--- src/rtl/sink_mem_ctrl.sv ---
// Purpose : receive-side controller for the single-port 8-bit capture RAM. It drops a preamble,
//           captures one frame into addresses 0..END_ADDRESS, and dumps the frame back on request.
// Latency : a write reaches the RAM port 1 cycle after wr_valid. A dumped byte leaves on rd_data
//           READ_LATENCY+1 cycles after its address is on mem_addr.
// Backpressure: none. wr_valid bytes that arrive in FULL, IDLE or DUMP are dropped.
//
// Ports:
//   clk, reset (async, active-low)    clock and reset
//   start_sink, wr_valid, wr_data     arm/re-arm pulse and the receive byte stream
//   rd_start                          request a dump of the captured frame
//   mem_addr/mem_data/mem_wren, mem_q RAM port; this block is its only driver
//   rd_data/rd_valid, rd_done         dump stream and its end-of-dump pulse
//   wr_count, busy, full, done        capture status
// Optional: define SINK_MEM_CTRL_OVF_CNT_EN to add ovf_count, a saturating count of the
//   wr_valid cycles seen in FULL. It clears on reset and on start_sink.
module sink_mem_ctrl #(
    parameter int ADDR_W       = 8,
    parameter int END_ADDRESS  = 10,
    parameter int SKIP_COUNT   = 2,
    parameter int READ_LATENCY = 1
) (
    input  logic              clk,
    input  logic              reset,
    input  logic              start_sink,
    input  logic              wr_valid,
    input  logic [7:0]        wr_data,
    input  logic              rd_start,
    output logic [ADDR_W-1:0] mem_addr,
    output logic [7:0]        mem_data,
    output logic              mem_wren,
    input  logic [7:0]        mem_q,
    output logic [7:0]        rd_data,
    output logic              rd_valid,
    output logic [ADDR_W:0]   wr_count,
    output logic              busy,
    output logic              full,
    output logic              done,
    output logic              rd_done
`ifdef SINK_MEM_CTRL_OVF_CNT_EN
    ,
    output logic [15:0]       ovf_count
`endif
);

    localparam logic [2:0] S_IDLE  = 3'd0;
    localparam logic [2:0] S_SKIP  = 3'd1;
    localparam logic [2:0] S_WRITE = 3'd2;
    localparam logic [2:0] S_FULL  = 3'd3;
    localparam logic [2:0] S_DUMP  = 3'd4;

    // The width is sized so that SKIP_COUNT=0 still gives a legal 1-bit counter.
    localparam int SKIP_W = $clog2(SKIP_COUNT + 2);
    localparam logic [SKIP_W-1:0] SKIP_LAST = (SKIP_COUNT == 0) ? '0 : SKIP_W'(SKIP_COUNT - 1);
    localparam logic [ADDR_W-1:0] END_A     = ADDR_W'(END_ADDRESS);
    localparam logic [ADDR_W:0]   CNT_ONE   = (ADDR_W+1)'(1);
    localparam logic [2:0]        ARM_STATE = (SKIP_COUNT == 0) ? S_WRITE : S_SKIP;

    logic [2:0]              state;
    logic [ADDR_W-1:0]       wr_ptr;
    logic [SKIP_W-1:0]       skip_cnt;
    logic [ADDR_W:0]         rd_ptr;
    logic                    pend;
    logic                    issue_vld;
    logic                    issue_last;
    logic [READ_LATENCY-1:0] vld_sr;
    logic [READ_LATENCY-1:0] last_sr;
    logic                    rd_last;
    logic                    dump_end;
    logic                    arm;

    // The dump ends when the registered last byte is on rd_data. The read pipeline is empty
    // at that point, so re-arming here cannot corrupt a read that is still in flight.
    assign dump_end = (state == S_DUMP) && rd_valid && rd_last;

    // A start_sink that arrives during a dump is held in pend and acted on at dump_end.
    assign arm = ((state != S_DUMP) && start_sink) ||
                 (dump_end && (pend || start_sink));

    assign busy = (state == S_SKIP) || (state == S_WRITE) || (state == S_DUMP);

    always_ff @(posedge clk or negedge reset) begin
        if (!reset) begin
            state      <= S_IDLE;
            wr_ptr     <= '0;
            skip_cnt   <= '0;
            rd_ptr     <= '0;
            pend       <= 1'b0;
            issue_vld  <= 1'b0;
            issue_last <= 1'b0;
            vld_sr     <= '0;
            last_sr    <= '0;
            rd_last    <= 1'b0;
            mem_addr   <= '0;
            mem_data   <= '0;
            mem_wren   <= 1'b0;
            rd_data    <= '0;
            rd_valid   <= 1'b0;
            wr_count   <= '0;
            full       <= 1'b0;
            done       <= 1'b0;
            rd_done    <= 1'b0;
        end else begin
            mem_wren   <= 1'b0;
            done       <= 1'b0;
            issue_vld  <= 1'b0;
            issue_last <= 1'b0;
            rd_done    <= dump_end;

            // Read return path. Each issue flag travels READ_LATENCY stages so that it lines
            // up with mem_q. The byte is then registered onto rd_data.
            vld_sr[0]  <= issue_vld;
            last_sr[0] <= issue_last;
            for (int i = 1; i < READ_LATENCY; i++) begin
                vld_sr[i]  <= vld_sr[i-1];
                last_sr[i] <= last_sr[i-1];
            end
            rd_valid <= vld_sr[READ_LATENCY-1];
            rd_last  <= last_sr[READ_LATENCY-1];
            if (vld_sr[READ_LATENCY-1]) begin
                rd_data <= mem_q;
            end

            if (arm) begin
                state    <= ARM_STATE;
                wr_ptr   <= '0;
                skip_cnt <= '0;
                wr_count <= '0;
                full     <= 1'b0;
                pend     <= 1'b0;
            end else begin
                case (state)
                    S_IDLE, S_FULL: begin
                        if (rd_start) begin
                            // An empty frame has nothing to read, so finish the dump at once.
                            if (wr_count == '0) begin
                                rd_done <= 1'b1;
                            end else begin
                                state  <= S_DUMP;
                                rd_ptr <= '0;
                            end
                        end
                    end
                    S_SKIP: begin
                        if (wr_valid) begin
                            if (skip_cnt == SKIP_LAST) begin
                                state <= S_WRITE;
                            end else begin
                                skip_cnt <= skip_cnt + SKIP_W'(1);
                            end
                        end
                    end
                    S_WRITE: begin
                        if (wr_valid) begin
                            mem_addr <= wr_ptr;
                            mem_data <= wr_data;
                            mem_wren <= 1'b1;
                            wr_count <= wr_count + CNT_ONE;
                            if (wr_ptr == END_A) begin
                                done  <= 1'b1;
                                full  <= 1'b1;
                                state <= S_FULL;
                            end else begin
                                wr_ptr <= wr_ptr + ADDR_W'(1);
                            end
                        end
                    end
                    S_DUMP: begin
                        if (start_sink) begin
                            pend <= 1'b1;
                        end
                        if (rd_ptr != wr_count) begin
                            mem_addr   <= rd_ptr[ADDR_W-1:0];
                            issue_vld  <= 1'b1;
                            issue_last <= ((rd_ptr + CNT_ONE) == wr_count);
                            rd_ptr     <= rd_ptr + CNT_ONE;
                        end
                        // Return to the state the dump was entered from. full tells which one.
                        if (dump_end) begin
                            state <= full ? S_FULL : S_IDLE;
                            pend  <= 1'b0;
                        end
                    end
                    default: state <= S_IDLE;
                endcase
            end
        end
    end

`ifdef SINK_MEM_CTRL_OVF_CNT_EN
    always_ff @(posedge clk or negedge reset) begin
        if (!reset) begin
            ovf_count <= '0;
        end else if (start_sink) begin
            ovf_count <= '0;
        end else if ((state == S_FULL) && wr_valid && (ovf_count != 16'hFFFF)) begin
            ovf_count <= ovf_count + 16'd1;
        end
    end
`endif

endmodule

--- config.mk ---
export PLATFORM = sky130hd
export DESIGN_NAME = sink_mem_ctrl
export DESIGN_NICKNAME = d
export VERILOG_FILES = /design/src/rtl/sink_mem_ctrl.sv
export SDC_FILE = /design/constraint.sdc
export NUM_CORES = 1
export LEC_CHECK = 0
export BUFFER_PORTS_ARGS = -buffer_cell sky130_fd_sc_hd__clkbuf_2
export CORE_UTILIZATION = 50
export DETAILED_ROUTE_END_ITERATION = 12
export PLACE_DENSITY = 0.75
export SLEW_MARGIN = 10
export SYNTH_ARGS = -nofsm -noshare
export SYNTH_HDL_FRONTEND = slang
export SYNTH_SLANG_ARGS = --single-unit
export TNS_END_PERCENT = 1
--- constraint.sdc ---
create_clock -name clk -period 3.11 [get_ports clk]
set_input_delay 0.311 -clock clk [delete_from_list [all_inputs] [get_ports clk]]
set_output_delay 0.311 -clock clk [all_outputs]
set_load 0.03 [all_outputs]
==> reports/qor.tcl, run 1 <==
set qor(drt_first_pass_iters) 9
set qor(syn_area_per_cell_um2) 10.4
set qor(final_max_slew_viol_count) 0
set qor(worst_setup_path_start_kind) {register}
set qor(critical_path_required_ns) 3.35
set qor(number_of_cts_inserted_buffers) 9
set qor(met1_track_demand_over_resource_pct) 28.3
set qor(final_critical_path_setup_slack_ns) 0.829
set qor(netlist_top_cells_area) {sky130_fd_sc_hd__dfrtp_1 48%, sky130_fd_sc_hd__mux2_1 5.2%, sky130_fd_sc_hd__mux2_2 4.6%, sky130_fd_sc_hd__xnor2_1 4.6%, sky130_fd_sc_hd__nor2_1 3.4%}
set qor(ios) 60
set qor(netlist.area_leader.share_pct) 48.0
set qor(initial_antenna_violation_count) 0
set qor(dieHeight_um) 84.9
set qor(static-leakage-power_nw) 1.89
set qor(period_minus_slack_ns) 2.28
set qor(htreeDepth) 3
set qor(clk_latency_ns) 0.36
set qor(ant_nets_after_route) 0
set qor(area_delta_synth_final_pct) 17.4
set qor(num_rows) 29
set qor(core_region_area_um2) 6490
set qor(first_global_vias) 2528
set qor(worst_slew_pin_slew_ns) 0.950
set qor(pin_count_of_the_biggest_net_entering_global_routing) 39
set qor(synth_async_sr_flop_share_pct) 100
set qor(synth_cell_type_count) 51
set qor(crit_path_max_incr_delay_ns) 0.61
set qor(total_power_w) 0.00316
set qor(port_buffers) 59
set qor(clockRootBuffer) {sky130_fd_sc_hd__clkbuf_8}
set qor(synth-edff-count) 0
set qor(yosysWarningCount) 0
set qor(sort_of_element_at_the_end_of_the_critical_path) {register}
set qor(drt_wirelength_mm) 7.26
set qor(finish.net_count) 416
set qor(p_per_area_nw_per_um2) 782
set qor(cap_viol_max_count) 0
set qor(dr_total_vias) 2675
set qor(cts_resized) 0
set qor(layout_cells_sized_above_1_pct) 25.6
set qor(synth.net_count) 358
set qor(grt_first_pass_wirelength_mm) 12.0
set qor(timing.fmax_ghz) 0.438
set qor(syn-cell-area_um2) 3440
set qor(initial_utilization_pct) 53.0
set qor(cp_max_fo) 18
set qor(detail_route.wl_per_cell_um) 15.4
set qor(reg_to_reg_startpoint) {state[2]}
set qor(fin_worst_skew_ns) 0.00865
set qor(gp_congestion) 0.839
set qor(most-common-layout-cells) {66 x sky130_fd_sc_hd__dfrtp_1, 59 x sky130_fd_sc_hd__clkbuf_2, 31 x sky130_fd_sc_hd__nor2_1, 26 x sky130_fd_sc_hd__nand2_1, 21 x sky130_fd_sc_hd__inv_1}
set qor(postSynth.topFlopCell) {sky130_fd_sc_hd__dfrtp_1}
set qor(synthDominantAreaCellType) {sky130_fd_sc_hd__dfrtp_1}
set qor(post-cts-setup-buffers) 0
set qor(final_min_period_over_clock_period_pct) 73.4
set qor(arrival_time_of_the_worst_setup_path_ns) 2.52
set qor(layout_commonest_cell) {sky130_fd_sc_hd__dfrtp_1}
set qor(max-slew-margin-rel_pct) 36.6
set qor(clk_pin_slew_worst_paths_ns) 0.07
set qor(timing.hold.worst.class) {in2async}
set qor(seq_area_frac_synth_pct) 48.0
set qor(met2_usage_pct) 34.2
set qor(drt-vias-per-instance) 5.68
set qor(violations_in_the_final_reports) {design-rule violations}
set qor(rr_worst_depth) 6
set qor(clock_path_buffers) 2
set qor(status) {finished, violations left}
set qor(post-route-drc-count) 11
set qor(grt_util_all_layers_pct) 21.7
set qor(hold_buffers) 0
set qor(total_negative_slack_for_setup_checks_ns) 0
set qor(rsz0062_at_grt) {no}
set qor(cts_tree) {done}
set qor(ff2ff_setup_slack_ns) 0.83
set qor(crit_path_cell_trace) {nor3b_4 -> buf_4 -> a21oi_1 -> a21oi_2 -> nand2b_1 -> mux2_1}
set qor(initialDrtViolationCount) 134
set qor(globalRouteOverflowTotal) 0
set qor(power.ir.vdd_worst_mv) 0.498
set qor(dpl_worst_slack_ns) 0.853
set qor(cells_after_synthesis) 331
set qor(synth.ff_latch_count) 66
set qor(critPathSlowestCell) {sky130_fd_sc_hd__dfrtp_1}
set qor(worstSetupPathType) {reg2reg}
set qor(final-hold-violation-count) 0
set qor(dp.final_hpwl_mm) 5.18
set qor(critical_path.reg2reg.endpoint) {mem_data[2]}
set qor(setup_viol_count_final) 0
set qor(fp.dieArea_um2) 7210
set qor(clock_sink_count) 66
set qor(globalRouteMet3Util_pct) 4.38
set qor(die_boundary_width_um) 84.9
set qor(num_antenna_cells) 0
set qor(top_usage_layer) {met2}
[critical path, delay by kind of cell (launching register included)]
| kind | cells | cell delay [ns] |
|---|---|---|
| muxes | 1 | 0.37 |
| buffers and inverters | 1 | 0.25 |
| and+or+nand+nor | 2 | 0.66 |
| DFF | 1 | 0.61 |
| AOI/OAI and AO/OA | 2 | 0.28 |
[where the power goes]
| part | switching, W | leakage, nW | internal, W |
|---|---|---|---|
| Clock | 0.000341 | 0.123 | 0.000577 |
| Sequential | 0.000223 | 0.868 | 0.00105 |
| Combinational | 0.000588 | 0.895 | 0.000382 |
[worst max-delay path by stage]
stage	startpoint	endpoint	slack, ns	cells after the start
global route	state[2]	mem_data[5]	0.62	6
finish	state[2]	mem_data[2]	0.83	6
floorplan	wr_count[3]	mem_addr[0]	1.03	7
global placement	state[2]	mem_data[3]	0.92	6
CTS	state[2]	mem_data[5]	0.84	6
detailed placement	state[2]	mem_data[5]	0.85	6
[synth_stat cells, drive strengths merged, types with 2 or more instances]
| library cell | count |
|---|---|
| nand2 | 26 |
| or4 | 4 |
| nor2 | 31 |
| a41oi | 2 |
| o21ai | 11 |
| and4 | 4 |
| inv | 21 |
| a21oi | 12 |
| or3 | 4 |
| clkbuf | 8 |
| and3 | 6 |
| a211oi | 3 |
| xnor2 | 20 |
| nand3 | 9 |
| nor4 | 3 |
| buf | 8 |
| o31ai | 2 |
| o211ai | 5 |
| a211o | 2 |
| xor2 | 11 |
| nor3 | 7 |
| nand4 | 7 |
| ha | 6 |
| mux2 | 30 |
| o221ai | 4 |
| dfrtp | 66 |
| o21a | 2 |
[layer usage]
layer  wire [µm]  vias to the layer above
met4         158                        0
met1        3340                     1273
met3         406                       17
li1            -                     1287
met2        3360                       98
met5           0                        -
[area by class of cell]
cell class                 count  area [µm²]
fill                         522        2460
sequential                    66        1650
multi-input combinational    228        1630
timing repair buffer          63         325
clock buffer                  12         155
clock inverter                 4        97.6
tap                           77        96.3
inverter                      21        78.8
[per-stage QoR]
stage	area [µm²]	util [%]	hold WS, ns	std cells
2_1_floorplan	3440	-	0.0154	331
3_3_place_gp	3790	58.3	0.332	455
4_1_cts	4040	62.2	0.118	471
3_5_place_dp	3790	58.3	0.335	455
5_1_grt	4040	62.2	0.166	471
6_report	4040	62.2	0.0904	471
[registers in the layout (all words and copies together), names as in the netlist, 2 cells and up]
name	count
wr_count	9
mem_addr	8
state	3
rd_ptr	9
mem_data	8
skip_cnt	2
rd_data	8
wr_ptr	8
[cell families after synthesis]
kind of cell | synth area share [%]
fa+ha+maj | 2.18
flops | 48.0
mux | 9.82
buf+inv | 4.47
xor+xnor | 8.33
simple gates | 16.4
compound gates | 10.7
Note: power is estimated with default switching activity, not from simulation.
==> run 2: changes to the inputs <==
- ABC_AREA: default -> 1
- clock period: 3.11 -> 2.2 ns (I/O delays scaled with it)
==> run 2 against run 1 <==
The run now ends clean. Synthesized cell count increased by 34%. Wire length grew 9.9%. Highest routed layer unchanged. Critical endpoint is now busy. Final area up 4.6%.
==> reports/qor.tcl, run 2 <==
set qor(status) {complete, no violations}
set qor(yosysWarningCount) 0 ;# unchanged
set qor(layout_commonest_cell) {sky130_fd_sc_hd__nand2_1}
set qor(final.fill_count) 620 ;# +19%
set qor(die_boundary_width_um) 86.6 ;# +1.9%
set qor(yosys.cell_count.top_type) {sky130_fd_sc_hd__nand2_1}
set qor(port_buffers) 59 ;# unchanged
set qor(htreeDepth) 3 ;# unchanged
set qor(num_rows) 30 ;# +3.4%
set qor(reg_to_reg_startpoint) {state[0]}
set qor(detail_route.wl_per_cell_um) 13.0 ;# -16%
set qor(postSynth.topFlopCell) {sky130_fd_sc_hd__dfrtp_1}
set qor(final_critical_path_setup_slack_ns) 0.284 ;# -0.545 ns
set qor(synth-edff-count) 0 ;# unchanged
set qor(synth.ff_latch_count) 66 ;# unchanged
set qor(area_delta_synth_final_pct) 18.2
set qor(layout_cells_sized_above_1_pct) 21.9 ;# -3.8 points
set qor(timing.hold.worst.class) {in2reg}
set qor(dpl_worst_slack_ns) 0.360 ;# -0.493 ns
set qor(ios) 60 ;# unchanged
set qor(clock_path_buffers) 2 ;# unchanged
set qor(clock_sink_count) 66 ;# unchanged
set qor(crit_path_max_incr_delay_ns) 0.40 ;# -0.21 ns
set qor(cts_tree) {done}
set qor(total_power_w) 0.00458 ;# +45%
set qor(period_minus_slack_ns) 1.92
set qor(synth_async_sr_flop_share_pct) 100 ;# unchanged
set qor(first_global_vias) 2934 ;# +16%
set qor(initial_utilization_pct) 52.3 ;# -0.63 points
set qor(cts_resized) 0 ;# unchanged
set qor(synth_adder_area_share_pct) 2.10 ;# -0.083 points
set qor(final_max_slew_viol_count) 0 ;# unchanged
set qor(rr_worst_depth) 11 ;# +5
set qor(worst_slew_pin_slew_ns) 0.439 ;# -0.511 ns
set qor(fp.dieArea_um2) 7490 ;# +3.8%
set qor(dp.final_hpwl_mm) 5.85 ;# +13%
set qor(path_depth) 6 ;# unchanged
set qor(arrival_time_of_the_worst_setup_path_ns) 1.70 ;# -0.82 ns
set qor(pin_count_of_the_biggest_net_entering_global_routing) 37 ;# -5.1%
set qor(power.ir.vdd_worst_mv) 0.656 ;# +32%
set qor(dieHeight_um) 86.6 ;# +1.9%
set qor(most-common-layout-cells) {159 x sky130_fd_sc_hd__nand2_1, 66 x sky130_fd_sc_hd__dfrtp_1, 58 x sky130_fd_sc_hd__clkbuf_2, 40 x sky130_fd_sc_hd__inv_1, 32 x sky130_fd_sc_hd__nor2_1}
set qor(synthDominantAreaCellType) {sky130_fd_sc_hd__dfrtp_1}
set qor(syn_area_per_cell_um2) 8.03 ;# -23%
set qor(largest_registers) {rd_ptr x9, wr_count x9}
set qor(post_synth_and_or_nand_nor_area_fraction_pct) 32.0 ;# +16 points
set qor(critical_path.top_delay_family) {buffers and inverters}
set qor(worstSetupPathType) {reg2out}
set qor(initial_antenna_violation_count) 0 ;# unchanged
set qor(max-slew-margin-rel_pct) 70.7 ;# +34 points
set qor(final_min_period_over_clock_period_pct) 87.1
set qor(synth_cell_type_count) 35 ;# -31%
set qor(initialDrtViolationCount) 233 ;# +74%
set qor(p_per_area_nw_per_um2) 1080 ;# +39%
set qor(ff2ff_setup_slack_ns) 0.34 ;# -0.49 ns
set qor(setup_viol_count_final) 0 ;# unchanged
set qor(globalRouteOverflowTotal) 0 ;# unchanged
set qor(number_of_cts_inserted_buffers) 9 ;# unchanged
set qor(finish.net_count) 539 ;# +30%
set qor(gp_congestion) 0.940 ;# +12%
set qor(post-cts-setup-buffers) 0 ;# unchanged
set qor(post-route-drc-count) 0 ;# -11
set qor(critical_path.reg2reg.endpoint) {rd_ptr[0]}
set qor(clk_latency_ns) 0.35 ;# about the same
set qor(grt_first_pass_wirelength_mm) 13.6 ;# +13%
set qor(min_delay_path_depth) 3
set qor(ant_nets_after_route) 0 ;# unchanged
set qor(total_negative_slack_for_setup_checks_ns) 0 ;# unchanged
set qor(crit_path_cell_trace) {inv_1 -> nand3_4 -> inv_2 -> nor2_2 -> o21ai_0 -> clkbuf_2}
set qor(final-hold-violation-count) 0 ;# unchanged
set qor(drt_first_pass_iters) 5 ;# -4
set qor(syn-cell-area_um2) 3570 ;# +3.9%
set qor(cells_after_synthesis) 445 ;# +34%
set qor(seq_area_frac_synth_pct) 46.2 ;# -1.8 points
set qor(synth_top_family_by_area) {simple AND/OR/NAND/NOR gates}
set qor(netlist.area_leader.share_pct) 46.2 ;# -1.8 points
set qor(worst_setup_path_start_kind) {register}
set qor(core_region_area_um2) 6830 ;# +5.2%
set qor(synth_xor_xnor_area_share_pct) 5.15 ;# -3.2 points
set qor(netlist_top_cells_area) {sky130_fd_sc_hd__dfrtp_1 46%, sky130_fd_sc_hd__nand2_1 17%, sky130_fd_sc_hd__inv_1 4.2%, sky130_fd_sc_hd__nor2_1 3.4%, sky130_fd_sc_hd__xor2_1 3.2%}
set qor(fin_worst_skew_ns) 0.00832 ;# -0.000327 ns
set qor(critical_path_required_ns) 1.98 ;# -1.37 ns
set qor(worstSetupStartpoint) {state[0]}
set qor(hold_buffers) 1 ;# +1
set qor(muxShareOfSynthArea_pct) 2.52 ;# -7.3 points
set qor(clk_pin_slew_worst_paths_ns) 0.07 ;# about the same
set qor(critPathSlowestCell) {sky130_fd_sc_hd__dfrtp_1}
set qor(synth_commonest_cells) {159 x sky130_fd_sc_hd__nand2_1, 66 x sky130_fd_sc_hd__dfrtp_1, 40 x sky130_fd_sc_hd__inv_1, 32 x sky130_fd_sc_hd__nor2_1, 21 x sky130_fd_sc_hd__nand3_1}
set qor(static-leakage-power_nw) 2.24 ;# +19%
set qor(cp_max_fo) 16 ;# -2
set qor(grt_util_all_layers_pct) 23.8 ;# +2.1 points
set qor(drt-vias-per-instance) 5.08 ;# -10%
set qor(num_antenna_cells) 0 ;# unchanged
set qor(dr_total_vias) 3117 ;# +17%
set qor(clockRootBuffer) {sky130_fd_sc_hd__clkbuf_8}
set qor(timing.fmax_ghz) 0.522
set qor(cap_viol_max_count) 0 ;# unchanged
set qor(path_buf_inv) 3 ;# +2
set qor(worst_setup_path_endpoint) {busy}
set qor(synth.net_count) 472 ;# +32%
set qor(drt_wirelength_mm) 7.98 ;# +9.9%
set qor(synth_compound_gate_area_share_pct) 5.53 ;# -5.2 points
set qor(sort_of_element_at_the_end_of_the_critical_path) {primary output}
set qor(rsz0062_at_grt) {no}
run 2: changes by cell type after synthesis, sizes merged, moves of 7 or more:
| cell | delta |
|---|---|
| inv | +23 |
| mux2 | -22 |
| nor2 | +9 |
| nand2 | +137 |
| nand3 | +15 |
| o21ai | +11 |
| xnor2 | -12 |
| a21oi | -7 |
| nand4 | +9 |
run 2: stage by stage:
| step | cell area [µm²] | utilization (%) | instances | hold slack [ns] |
|---|---|---|---|---|
| after global placement | 3970 | 58.1 | 596 | 0.275 |
| after CTS | 4230 | 61.8 | 613 | 0.0496 |
| after floorplan | 3570 | - | 445 | -0.0756 |
| final | 4230 | 61.8 | 613 | 0.0622 |
| after global routing | 4230 | 61.8 | 613 | 0.0574 |
| after detailed placement | 3970 | 58.1 | 596 | 0.273 |
run 2: how the worst min path moves through the flow:
stage               start  slack, ns          end
2_1_floorplan       reset      -0.08         done
3_3_place_gp        reset       0.28  skip_cnt[0]
3_5_place_dp        reset       0.27  skip_cnt[0]
4_1_cts        wr_data[2]       0.05  mem_data[2]
5_1_grt        wr_data[3]       0.06  mem_data[3]
6_report       wr_data[1]       0.06  mem_data[1]
run 2: power breakdown:
part	total (W)	switching, W	leakage (nW)	internal, W
clock network	0.00126	0.000501	0.124	0.000762
registers	0.00163	0.000181	0.886	0.00145
logic	0.00168	0.00116	1.23	0.000518
run 2: logic make-up (layout without fill, tap and decap cells):
family,Yosys count,in the layout
and+or+nand+nor,257,257
DFF,66,66
buffers and inverters,54,126
AOI/OAI and AO/OA,33,33
xor gates and xnor gates,21,21
muxes,8,8
adders and majority gates,6,6
run 2: final cells by class:
cell class	count	area, µm²	area share, %
Timing Repair Buffer	66	350	8.29
Tap cell	96	120	2.84
Clock inverter	7	125	2.96
Sequential cell	66	1650	39.1
Inverter	44	165	3.91
Clock buffer	9	124	2.93
Multi-Input combinational cell	325	1690	40.0
run 2: per-layer routing:
| layer | vias to the layer above | routed length (µm) | share of wire, % | GRT usage [%] |
|---|---|---|---|---|
| li1 | 1550 | - | - | - |
| met3 | 21 | 450 | 5.6 | 6.19 |
| met5 | - | 0 | 0 | 0 |
| met2 | 109 | 3610 | 45 | 36.9 |
| met1 | 1437 | 3730 | 47 | 32.3 |
| met4 | 0 | 184 | 2.3 | 9.09 |
run 2: worst min-delay path: stages:
cell	delay (ns)
sky130_fd_sc_hd__clkbuf_2	0.07
sky130_fd_sc_hd__nand2_1	0.04
sky130_fd_sc_hd__nand2_1	0.04
==> run 3: changes to the inputs <==
- CAP_MARGIN: default -> 20
- CORE_UTILIZATION: 50 -> 56
- PLACE_DENSITY: 0.75 -> 0.82
==> run 3 against run 2 <==
Non-clock buffer count shrank 1. Final area down 2.1%. Sequential cell count is the same. Final cell count decreased by 3.8%. Via count hardly changed. Wire length fell by 3.9%. Count of clock-buffer cells in the layout increased by 1. First-iteration DRC count down 3.9%.
==> reports/qor.tcl, run 3 (synthesis results as in run 2) <==
set qor(total_negative_slack_for_setup_checks_ns) 0 ;# unchanged
set qor(worstSetupPathType) {reg2out}
set qor(clock_path_buffers) 2 ;# unchanged
set qor(dieHeight_um) 81.9 ;# -5.4%
set qor(worstSetupStartpoint) {state[2]}
set qor(first_global_vias) 2807 ;# -4.3%
set qor(fin_worst_skew_ns) 0.00522 ;# -0.00310 ns
set qor(post-cts-setup-buffers) 0 ;# unchanged
set qor(ios) 60 ;# unchanged
set qor(core_region_area_um2) 6030 ;# -12%
set qor(cap_viol_max_count) 0 ;# unchanged
set qor(rsz0062_at_grt) {no}
set qor(largest_registers) {rd_ptr x9, wr_count x9}
set qor(dp.final_hpwl_mm) 5.67 ;# -3.1%
set qor(dr_total_vias) 3120 ;# +0.096%
set qor(max-slew-margin-rel_pct) 67.7 ;# -3.0 points
set qor(clk_latency_ns) 0.34 ;# about the same
set qor(power.ir.vdd_worst_mv) 0.875 ;# +33%
set qor(num_rows) 28 ;# -6.7%
set qor(worst_setup_path_start_kind) {register}
set qor(finish.net_count) 538 ;# -0.19%
set qor(gp_congestion) 0.915 ;# -2.7%
set qor(stdcell_count) 590 ;# -3.8%
set qor(drt_first_pass_iters) 5 ;# unchanged
set qor(final-hold-violation-count) 0 ;# unchanged
set qor(p_per_area_nw_per_um2) 1040 ;# -3.6%
set qor(cts_resized) 0 ;# unchanged
set qor(status) {complete, no violations}
set qor(drt-vias-per-instance) 5.29 ;# +4.0%
set qor(clock_sink_count) 66 ;# unchanged
set qor(htreeDepth) 3 ;# unchanged
set qor(period_minus_slack_ns) 1.92 ;# +0.00627 ns
set qor(critical_path_required_ns) 1.98 ;# about the same
set qor(initial_antenna_violation_count) 0 ;# unchanged
set qor(pin_count_of_the_biggest_net_entering_global_routing) 38 ;# +2.7%
set qor(clockRootBuffer) {sky130_fd_sc_hd__clkbuf_8}
set qor(total_power_w) 0.00432 ;# -5.7%
set qor(grt_first_pass_wirelength_mm) 12.7 ;# -6.5%
set qor(grt_util_all_layers_pct) 25.7 ;# +1.8 points
set qor(detail_route.wl_per_cell_um) 13.0 ;# -0.15%
set qor(layout_commonest_cell) {sky130_fd_sc_hd__nand2_1}
set qor(reg_to_reg_startpoint) {state[2]}
set qor(initialDrtViolationCount) 224 ;# -3.9%
set qor(number_of_cts_inserted_buffers) 9 ;# unchanged
set qor(most-common-layout-cells) {159 x sky130_fd_sc_hd__nand2_1, 66 x sky130_fd_sc_hd__dfrtp_1, 58 x sky130_fd_sc_hd__clkbuf_2, 40 x sky130_fd_sc_hd__inv_1, 32 x sky130_fd_sc_hd__nor2_1}
set qor(worst_slew_pin_slew_ns) 0.484 ;# +0.0446 ns
set qor(static-leakage-power_nw) 2.20 ;# -1.5%
set qor(initial_utilization_pct) 59.3 ;# +7.0 points
set qor(min_delay_path_depth) 3 ;# unchanged
set qor(die_boundary_width_um) 81.9 ;# -5.4%
set qor(post-place-cells) 574 ;# -3.7%
set qor(cp_max_fo) 16 ;# unchanged
set qor(area_delta_synth_final_pct) 15.7
set qor(final_min_period_over_clock_period_pct) 87.4 ;# +0.28 points
set qor(rr_worst_depth) 10 ;# -1
set qor(arrival_time_of_the_worst_setup_path_ns) 1.70 ;# about the same
set qor(hold_buffers) 1 ;# unchanged
set qor(fp.dieArea_um2) 6710 ;# -10%
set qor(port_buffers) 59 ;# unchanged
set qor(num_antenna_cells) 0 ;# unchanged
set qor(setup_viol_count_final) 0 ;# unchanged
set qor(cts_tree) {done}
set qor(ant_nets_after_route) 0 ;# unchanged
set qor(timing.hold.worst.class) {in2reg}
set qor(final_max_slew_viol_count) 0 ;# unchanged
set qor(globalRouteOverflowTotal) 0 ;# unchanged
set qor(post-route-drc-count) 0 ;# unchanged
set qor(drt_wirelength_mm) 7.67 ;# -3.9%
set qor(timing.fmax_ghz) 0.520 ;# -0.33%
set qor(layout_cells_sized_above_1_pct) 21.6 ;# -0.30 points
set qor(hold_path_start) {wr_data[7]}
set qor(clk_pin_slew_worst_paths_ns) 0.07 ;# about the same
set qor(fin_hold_ws_ns) 0.0683 ;# +0.00612 ns
set qor(sort_of_element_at_the_end_of_the_critical_path) {primary output}
[run 3: stage by stage]
step	instance area (µm²)	setup WS, ns	util [%]
global placement	3930	0.442	65.3
CTS	4140	0.253	68.6
detailed placement	3930	0.332	65.3
finish	4140	0.277	68.6
floorplan	3570	0.613	-
global route	4140	0.0984	68.6
[run 3: final cells by class]
| type | instances | area, µm² |
|---|---|---|
| Clock buffer | 10 | 138 |
| Inverter | 44 | 165 |
| Tap cell | 75 | 93.8 |
| Fill cell | 490 | 1890 |
| Timing Repair Buffer | 65 | 343 |
| Clock inverter | 5 | 55.1 |
| Multi-Input combinational cell | 325 | 1690 |
| Sequential cell | 66 | 1650 |
[run 3: critical path, stage by stage, from the launching register on]
cell and delay, ns:
sky130_fd_sc_hd__dfrtp_1 0.49, sky130_fd_sc_hd__nand3_4 0.21, sky130_fd_sc_hd__inv_2 0.23, sky130_fd_sc_hd__nor2_2 0.08, sky130_fd_sc_hd__o21ai_0 0.10, sky130_fd_sc_hd__clkbuf_2 0.24
[run 3: layer usage]
layer | vias up | track usage [%] | part of all wire, %
li1 | 1551 | - | -
met1 | 1433 | 32.7 | 45
met3 | 20 | 6.78 | 6.7
met5 | - | 0 | 0
met4 | 0 | 9.82 | 1.8
met2 | 116 | 41.7 | 46
[run 3: where the power goes]
part	total, W	switching (W)	internal (W)
registers	0.00163	0.000180	0.00145
clock network	0.00100	0.000459	0.000543
logic	0.00168	0.00117	0.000513
[run 3: path summary, 6_finish.rpt]
kind / endpoint / slack, ns
worst max-delay path: busy / 0.28
max in group asynchronous: rd_ptr[8] / 1.38
worst min register to register: vld_sr / 0.35
min in group asynchronous: rd_done / 0.42
worst min-delay path: mem_data[7] / 0.07
worst max register to register: wr_count[4] / 0.29
